==> src/rtl/i2s_pkg.sv <==
// Shared I2S audio-path types: default sample width, sample type and FIFO playout state.
package i2s_pkg;

    localparam int unsigned SAMPLE_WIDTH = 16;

    typedef logic signed [SAMPLE_WIDTH-1:0] sample_t;

    typedef enum logic {
        PRIME = 1'b0,
        RUN   = 1'b1
    } fifo_state_t;

endpackage

==> src/rtl/sync_fifo_mem.sv <==
// Register-array FIFO storage with push/pop arbitration and an occupancy counter.
module sync_fifo_mem #(
    parameter int unsigned WIDTH = 16,
    parameter int unsigned DEPTH = 8
) (
    input  logic                     i_clk,
    input  logic                     i_rst,
    input  logic                     i_push_req,
    input  logic                     i_pop_req,
    input  logic [WIDTH-1:0]         i_wr_data,
    output logic [WIDTH-1:0]         o_rd_data_c,
    output logic [$clog2(DEPTH):0]   o_level,
    output logic                     o_push_c,
    output logic                     o_pop_c,
    output logic                     o_overflow_c
);

    localparam int unsigned AW = $clog2(DEPTH);
    localparam int unsigned LW = AW + 1;

    logic [WIDTH-1:0] r_mem [DEPTH];
    logic [AW-1:0]    r_wr;
    logic [AW-1:0]    r_rd;
    logic [LW-1:0]    r_level;
    logic             w_empty;
    logic             w_full;

    assign w_empty      = (r_level == '0);
    assign w_full       = (r_level == LW'(DEPTH));
    // A pop frees a slot in the same cycle, so a full FIFO can still accept a push.
    assign o_pop_c      = i_pop_req && !w_empty;
    assign o_push_c     = i_push_req && (!w_full || o_pop_c);
    assign o_overflow_c = i_push_req && w_full && !o_pop_c;
    assign o_rd_data_c  = r_mem[r_rd];
    assign o_level      = r_level;

    always_ff @(posedge i_clk) begin
        if (o_push_c) begin
            r_mem[r_wr] <= i_wr_data;
        end
    end

    always_ff @(posedge i_clk) begin
        if (i_rst) begin
            r_wr    <= '0;
            r_rd    <= '0;
            r_level <= '0;
        end else begin
            if (o_push_c) begin
                r_wr <= r_wr + AW'(1);
            end
            if (o_pop_c) begin
                r_rd <= r_rd + AW'(1);
            end
            case ({o_push_c, o_pop_c})
                2'b10:   r_level <= r_level + LW'(1);
                2'b01:   r_level <= r_level - LW'(1);
                default: r_level <= r_level;
            endcase
        end
    end

endmodule

==> src/rtl/i2s_tx_sample_fifo.sv <==
// Frame-aligned sample FIFO between DSP and the I2S transmitter; primes before playout.
// Build option UNDERFLOW_HOLD_EN: repeat the last wet sample on underflow instead of muting.
module i2s_tx_sample_fifo
    import i2s_pkg::*;
#(
    parameter int unsigned WIDTH = SAMPLE_WIDTH,
    parameter int unsigned DEPTH = 8,
    parameter int unsigned PRIME = 4
) (
    input  logic                     sclk_i,
    input  logic                     rst_i,
    input  logic [WIDTH-1:0]         sample_i,
    input  logic                     sampleValid_i,
    input  logic [WIDTH-1:0]         dryChan_i,
    input  logic                     ws_i,
    output logic [WIDTH-1:0]         leftChan_o,
    output logic [WIDTH-1:0]         rightChan_o,
    output logic [$clog2(DEPTH):0]   level_o,
    output logic                     overflow_o,
    output logic                     underflow_o,
    output logic                     errSticky_o
);

    localparam int unsigned LW = $clog2(DEPTH) + 1;

    fifo_state_t      r_state;
    fifo_state_t      w_state_next;
    logic             r_ws_prev;
    logic             w_frame_start;
    logic             w_run;
    logic             w_pop_req;
    logic             w_push;
    logic             w_pop;
    logic             w_overflow;
    logic             w_underflow;
    logic [WIDTH-1:0] w_rd_data;
    logic [LW-1:0]    w_level;
    logic [LW-1:0]    w_level_next;

    assign w_frame_start = r_ws_prev && !ws_i;
    assign w_run         = (r_state == i2s_pkg::RUN);
    assign w_pop_req     = w_run && w_frame_start;
    assign w_underflow   = w_pop_req && !w_pop;
    assign level_o       = w_level;

    sync_fifo_mem #(
        .WIDTH (WIDTH),
        .DEPTH (DEPTH)
    ) u_mem (
        .i_clk        (sclk_i),
        .i_rst        (rst_i),
        .i_push_req   (sampleValid_i),
        .i_pop_req    (w_pop_req),
        .i_wr_data    (sample_i),
        .o_rd_data_c  (w_rd_data),
        .o_level      (w_level),
        .o_push_c     (w_push),
        .o_pop_c      (w_pop),
        .o_overflow_c (w_overflow)
    );

    always_comb begin
        w_level_next = w_level;
        case ({w_push, w_pop})
            2'b10:   w_level_next = w_level + LW'(1);
            2'b01:   w_level_next = w_level - LW'(1);
            default: w_level_next = w_level;
        endcase
    end

    always_ff @(posedge sclk_i) begin
        if (rst_i) begin
            r_state <= i2s_pkg::PRIME;
        end else begin
            r_state <= w_state_next;
        end
    end

    // Priming is checked every cycle against the post-push occupancy.
    always_comb begin
        w_state_next = r_state;
        case (r_state)
            i2s_pkg::PRIME: begin
                if (w_level_next >= LW'(PRIME)) begin
                    w_state_next = i2s_pkg::RUN;
                end
            end
            i2s_pkg::RUN: begin
                if (w_underflow) begin
                    w_state_next = i2s_pkg::PRIME;
                end
            end
            default: w_state_next = i2s_pkg::PRIME;
        endcase
    end

    always_ff @(posedge sclk_i) begin
        if (rst_i) begin
            r_ws_prev   <= 1'b1;
            leftChan_o  <= '0;
            rightChan_o <= '0;
            overflow_o  <= 1'b0;
            underflow_o <= 1'b0;
            errSticky_o <= 1'b0;
        end else begin
            r_ws_prev   <= ws_i;
            overflow_o  <= w_overflow;
            underflow_o <= w_underflow;
            errSticky_o <= errSticky_o || w_overflow || w_underflow;
            if (w_frame_start) begin
                leftChan_o <= dryChan_i;
                if (!w_run) begin
                    rightChan_o <= '0;
                end else if (w_pop) begin
                    rightChan_o <= w_rd_data;
                end else begin
`ifdef UNDERFLOW_HOLD_EN
                    rightChan_o <= rightChan_o;
`else
                    rightChan_o <= '0;
`endif
                end
            end
        end
    end

endmodule

==> config.mk <==
export PLATFORM = sky130hd
export DESIGN_NAME = i2s_tx_sample_fifo
export DESIGN_NICKNAME = d
export VERILOG_FILES = /design/src/rtl/i2s_pkg.sv /design/src/rtl/sync_fifo_mem.sv /design/src/rtl/i2s_tx_sample_fifo.sv
export SDC_FILE = /design/constraint.sdc
export NUM_CORES = 1
export LEC_CHECK = 0
export CAP_MARGIN = 20
export CORE_MARGIN = 1
export CORE_UTILIZATION = 40
export CTS_BUF_LIST = sky130_fd_sc_hd__clkbuf_8
export CTS_CLUSTER_SIZE = 24
export DETAILED_ROUTE_END_ITERATION = 16
export GPL_TIMING_DRIVEN = 0
export SETUP_SLACK_MARGIN = 0.02
export SLEW_MARGIN = 20
export SYNTH_ARGS = -nofsm -noshare
export SYNTH_HDL_FRONTEND = slang
export SYNTH_SLANG_ARGS = --single-unit
==> constraint.sdc <==
create_clock -name sclk_i -period 3.3 [get_ports sclk_i]
set_input_delay 0.495 -clock sclk_i [delete_from_list [all_inputs] [get_ports sclk_i]]
set_output_delay 0.495 -clock sclk_i [all_outputs]
set_load 0.03 [all_outputs]
-- Yosys cells after proc, flatten, opt, wreduce, memory -nomap -nowiden
Memory sizes are Yosys's and may differ from the RTL's. A register that Yosys moved wholly into a read port is not among the register bits.
Index checks and enable logic that the tools add are counted.
Widths: inputs -> output; s select.
- add/sub/neg operators: 4
- equality and inequality tests: 3
- divide/modulo/power cells: 0
- bitwise gates (word level): 1
- shift-type cells: 0
- reduce and logical (&&, ||, !) cells: 15
- $mul: 0
- multiplexer cells: 10
- $lt $le $gt $ge: 1
- operator list (kind ; count):
    $mux 16 ; 2
    $pmux 4 s2 ; 1
    $logic_and 1x1->1 ; 7
    $add 3x1->3 const B ; 2
    $mux 3 ; 2
    $add 4x1->4 const B ; 1
    $eq 4x4->1 const B ; 1
    $ge 4x3->1 const B ; 1
    $logic_not 1->1 ; 4
    $logic_not 4->1 ; 1
    $mux 1 ; 4
    $sub 4x1->4 const B ; 1
    $logic_or 1x1->1 ; 3
    $eq 2x1->1 const B ; 1
    $eq 2x2->1 const B ; 1
    $pmux 1 s2 ; 1
    $not 1->1 ; 1
- bits in latches: 0
- ROM bits: 0
- word-level logic and storage cells: 45
- memory bits (writable): 128
- memories kept: 1
- output and inout port bits: 39
- flip-flop bits (word level): 47
- memories (memory ; depth ; bits a word ; rd ports ; clocked after memory_dff ; wr ports ; line ; source):
    u_mem.r_mem ; 8 ; 16 ; 1 ; 1 ; 1 ; sync_fifo_mem.sv:21 ; logic [WIDTH-1:0] r_mem [DEPTH];

-- Depth between registers and ports, before layout
- word-level depth: 11
- mapped depth: 9
- mapped depth without buffers: 8

-- Cells and area by module
Synthesis repeated with hierarchy kept, for this count alone.
- cells, all modules: 440
- area, all modules: 7086.8 µm²
- by module, submodules not included (module ; times used ; area each (µm²) ; cells an instance):
    sync_fifo_mem ; 1 ; 5549.1 ; 273
    i2s_tx_sample_fifo ; 1 ; 1537.7 ; 167

-- Worst setup path after synthesis
OpenSTA, ideal clock, no wires.
- kind: register to register
- from: register u_mem.r_level[0], in the netlist u_mem.o_level[0]
- to: memory u_mem.r_mem[0][0], enable pin
- stages on the path, launching flop included: 5
- required time: 2.870 ns
- path buffers: 1
- setup slack: 0.251 ns
- clock period less this slack: 3.049 ns
- data arrival time: 2.619 ns
- setup time: 0.430 ns
- cells stage by stage: dfxtp_1 -> or4b_1 -> buf_2 -> o21ai_4 -> nor4_1
- longest elaborated chain between the ends: 7
- elaborated cells on any way between the ends: 9
- ends and longest elaborated chain (item ; line ; source):
    from (decl) ; sync_fifo_mem.sv:24 ; logic [LW-1:0] r_level;
    from (signal assigned) ; sync_fifo_mem.sv:56 ; 2'b10: r_level <= r_level + LW'(1);
    from (signal assigned) ; sync_fifo_mem.sv:57 ; 2'b01: r_level <= r_level - LW'(1);
    from (signal assigned) ; sync_fifo_mem.sv:58 ; default: r_level <= r_level;
    $logic_not 4->1 ; sync_fifo_mem.sv:28 ; assign w_empty = (r_level == '0);
    $logic_not 1->1 ; sync_fifo_mem.sv:31 ; assign o_pop_c = i_pop_req && !w_empty;
    $logic_and 1x1->1 ; sync_fifo_mem.sv:31 ;
    $logic_or 1x1->1 (*) ; sync_fifo_mem.sv:32 ; assign o_push_c = i_push_req && (!w_full || o_pop_c);
    $logic_and 1x1->1 (*) ; sync_fifo_mem.sv:32 ;
    $mux 1 (*) ; sync_fifo_mem.sv:38 ; if (o_push_c) begin
    $mux 1 (implied by the code) (*) ; sync_fifo_mem.sv:39 ; r_mem[r_wr] <= i_wr_data;
    to (decl) ; sync_fifo_mem.sv:21 ;
Mark *: on every way between the ends. The rest lies on a longest branch, timed or not.

-- Worst setup path in the final report
- from: input ws_i
- to: register r_state
- longest elaborated chain between the ends: 11
- elaborated cells on any way between the ends: 15
- ends and longest elaborated chain (item ; line ; source):
    from (decl) ; i2s_tx_sample_fifo.sv:15 ; input logic ws_i,
    $logic_not 1->1 (*) ; i2s_tx_sample_fifo.sv:40 ; assign w_frame_start = r_ws_prev && !ws_i;
    $logic_and 1x1->1 (*) ; i2s_tx_sample_fifo.sv:40 ;
    $logic_and 1x1->1 (*) ; i2s_tx_sample_fifo.sv:42 ; assign w_pop_req = w_run && w_frame_start;
    $logic_and 1x1->1 ; sync_fifo_mem.sv:31 ;
    $logic_or 1x1->1 ; sync_fifo_mem.sv:32 ;
    $logic_and 1x1->1 ; sync_fifo_mem.sv:32 ;
    $eq 2x1->1 / $eq 2x2->1 (equally long branches) ; i2s_tx_sample_fifo.sv:64 ; case ({w_push, w_pop})
    $pmux 4 s2 ; -- ;
    $ge 4x3->1 ; i2s_tx_sample_fifo.sv:84 ; if (w_level_next >= LW'(PRIME)) begin
    $mux 1 ; i2s_tx_sample_fifo.sv:84 ;
    $pmux 1 s2 (*) ; i2s_tx_sample_fifo.sv:82 ; case (r_state)
    to (signal assigned) ; i2s_tx_sample_fifo.sv:73 ; r_state <= i2s_pkg::PRIME;
    to (signal assigned) ; i2s_tx_sample_fifo.sv:75 ; r_state <= w_state_next;
    to (decl) ; i2s_tx_sample_fifo.sv:26 ; fifo_state_t r_state;
Marked as above.
A chain may end at the register's enable or synchronous reset.

==> impl_metrics.json <==
{
  "status": "finished, final reports clean",
  "power.density_mw_per_mm2": 498,
  "dieArea_mm2": 0.0173,
  "grt_max_degree": 17,
  "final_layout_size_suffix_gt1_share_pct": 17.8,
  "start_kind": "primary input",
  "yosysWarningCount": 0,
  "dpl.hpwl_um": 9140,
  "synth-compound-area-share_pct": 4.22,
  "ys_async_sr_fraction_pct": 0,
  "track_usage_pct": 16.6,
  "seqCellArea_mm2": 0.00484,
  "holdWs_ps": 267,
  "met1_usage_pct": 20.7,
  "worst_pin_slew_ps": 733,
  "cp.arrival_ps": 3110,
  "antenna_cells": 0,
  "clock.fmax_mhz": 367,
  "clock_sinks": 178,
  "grt-busiest-layer": "met2",
  "postCtsSetupBuffers": 0,
  "avgViaCountPerCell": 5.10,
  "finalHoldViolCount": 0,
  "critPathKind": "in2reg",
  "ir_worst_vdd_mv": 0.284,
  "synthXorXnorAreaFrac_pct": 0.785,
  "cts_htree_levels": 4,
  "synth_top_family_by_area": "multiplexers",
  "post_cts_resized": 0,
  "drtPass1Iterations": 4,
  "die_y_um": 131,
  "synthToLayoutAreaGrowth_pct": 22.6,
  "ioPinCount": 75,
  "rsz0062_at_grt": "no",
  "core_area_mm2": 0.0161,
  "post-place-ws_ps": 127,
  "fin_util_pct": 51.0,
  "ant_nets": 0,
  "synth_top_flop_cell": "edfxtp_1",
  "cts_tree": "built",
  "antenna_found_initial": 0,
  "grt_pass1_vias": 3885,
  "finalMaxSlewViolations": 0,
  "setup_tns_ps": 0,
  "synth_common_cells": "edfxtp_1 (128), nand2_1 (52), dfxtp_1 (50)",
  "fin_total_pwr_uw": 4090,
  "synth_top_area_share_pct": 57.4,
  "relSlewSlack_pct": 51.1,
  "finalCriticalPeriod_ps": 2720,
  "yosysUniqueCellTypes": 40,
  "slowest_stage": "or4b_1",
  "fillCellCount": 1389,
  "setup_ws_ps": 578,
  "post-route-period-util_pct": 82.5,
  "p_leak_uw": 0.00266,
  "rows": 46,
  "cts_inserted_buffers": 17,
  "syn_area_per_cell_um2": 16.4,
  "use_met2_pct": 27.2,
  "synthTopCellsByArea": "edfxtp_1 (57%), dfxtp_1 (15%), mux4_2 (11%), nand2_1 (2.9%), mux2i_1 (2.8%)",
  "cp_max_fo": 10,
  "drt-initial-drc-count": 235,
  "synth_area_mm2": 0.00670,
  "multiInputGateArea_mm2": 0.00175,
  "grt_use_met3_pct": 5.21,
  "via_count": 3790,
  "ys_seq_area_share_pct": 72.3,
  "ctsHoldBuffers": 0,
  "path_cells": "clkdlybuf4s50_1 -> nand3b_1 -> clkbuf_1 -> or3_1 -> xnor2_1 -> ha_1 -> nor2_1 -> or4b_1 -> a21o_2 -> a31oi_1",
  "yosys.area_share.simple_pct": 6.50,
  "drc_errors": 0,
  "grt_pass1_wl_um": 21300,
  "ys_seq_elements": 178,
  "finalClockSkew_ps": 11.9,
  "cp_slowest_stage_delay_ps": 460,
  "synth_fa_ha_area_share_pct": 0.560,
  "netlist_instances": 408,
  "rrSetupSlack_ps": 630,
  "start_util_pct": 41.6,
  "end_kind": "flip-flop",
  "grt.overflow.total": 0,
  "fp.dieW_um": 131,
  "synth_fp_nets": 447,
  "synth.area.mux_share_pct": 13.6,
  "synth_edf_count": 128,
  "clock_latency_ps": 460,
  "placement.io_buffers": 73,
  "wirelength_um": 13300,
  "clkSlewWorstSetupHoldPaths_ps": 80,
  "hold_path.class": "in2reg",
  "cts_buffer_depth": 2,
  "wl_per_cell_um": 17.8,
  "max_cap_violations": 0,
  "root_buffer": "clkbuf_8",
  "synth.largest_area_cell": "edfxtp_1",
  "cp.required_ps": 3680,
  "layout.nets": 553,
  "yosysMostFrequentCell": "edfxtp_1",
  "setup_viol": 0,
  "routabilityCongestion": 0.719
}
==> cells by family after synthesis <==
| kind of cell | Yosys count |
|---|---|
| adders and majority gates | 3 |
| xor gates and xnor gates | 6 |
| buffers and inverters | 26 |
| muxes | 51 |
| DFF | 178 |
| and+or+nand+nor | 95 |
| AOI/OAI and AO/OA | 49 |
==> critical path: cells and delay by family <==
family	cells	cell delay, ps
compound gates	2	390
xor+xnor	1	150
fa+ha+maj	1	200
buf+inv	2	690
simple gates	4	1180
==> metal layers <==
layer | vias up | share of wire [%]
met3 | 15 | 5.6
li1 | 1763 | -
met5 | - | 0
met2 | 107 | 50
met1 | 1905 | 44
met4 | 0 | 1.3
==> metrics by stage <==
stage          instance area (um^2)  std cells
2_1_floorplan                  6700        408
4_1_cts                        8210        743
3_5_place_dp                   7860        711
5_1_grt                        8210        743
6_report                       8210        743
3_3_place_gp                   7700        697
==> report_power, final <==
part	total [uW]	leakage, uW	switching, uW	internal (uW)
clock network	1350	0.000197	715	634
logic	271	0.000895	147	123
registers	2470	0.00157	23.8	2450
total	4090	0.00266	887	3210
==> layout by cell type (no fill, tap or decap), drive strengths merged, types with 3 or more instances in the layout <==
| cell | n |
|---|---|
| nand2b | 3 |
| mux4 | 32 |
| edfxtp | 128 |
| nor2 | 14 |
| a21oi | 21 |
| clkinv | 3 |
| clkdlybuf4s50 | 73 |
| ha | 3 |
| dfxtp | 50 |
| buf | 26 |
| o21ai | 19 |
| xnor2 | 4 |
| nor3 | 10 |
| nand2 | 52 |
| clkbuf | 33 |
| inv | 6 |
| mux2i | 19 |
| o211ai | 3 |
==> state kept, by name, indices dropped and copies added (netlist names), named ones only <==
| signal | flops |
|---|---|
| errSticky_o | 1 |
| leftChan_o | 16 |
| overflow_o | 1 |
| r_state | 1 |
| r_ws_prev | 1 |
| rightChan_o | 16 |
| u_mem.o_level | 4 |
| u_mem.r_mem | 128 |
| u_mem.r_rd | 3 |
| u_mem.r_wr | 3 |
| underflow_o | 1 |
==> path summary, 6_finish.rpt <==
path / start / to / cells past startpoint
worst min register to register: rightChan_o[0]$_SDFFE_PP0N_ / rightChan_o[0]$_SDFFE_PP0N_ / 2
worst max register to register: u_mem.o_level[3]$_SDFF_PP0_ / r_state$_SDFF_PP0_ / 9
worst min-delay path: rst_i / overflow_o$_SDFF_PP0_ / 2
worst max-delay path: ws_i / r_state$_SDFF_PP0_ / 10
==> layout make-up <==
| class | count | share of cell area, % |
|---|---|---|
| Tap cell | 216 | 3.29 |
| Clock buffer | 20 | 3.35 |
| Multi-Input combinational cell | 204 | 21.3 |
| Buffer | 26 | 1.63 |
| Clock inverter | 12 | 0.975 |
| Timing Repair Buffer | 87 | 10.4 |
| Sequential cell | 178 | 59.0 |
(Power assumes the default switching activity.)
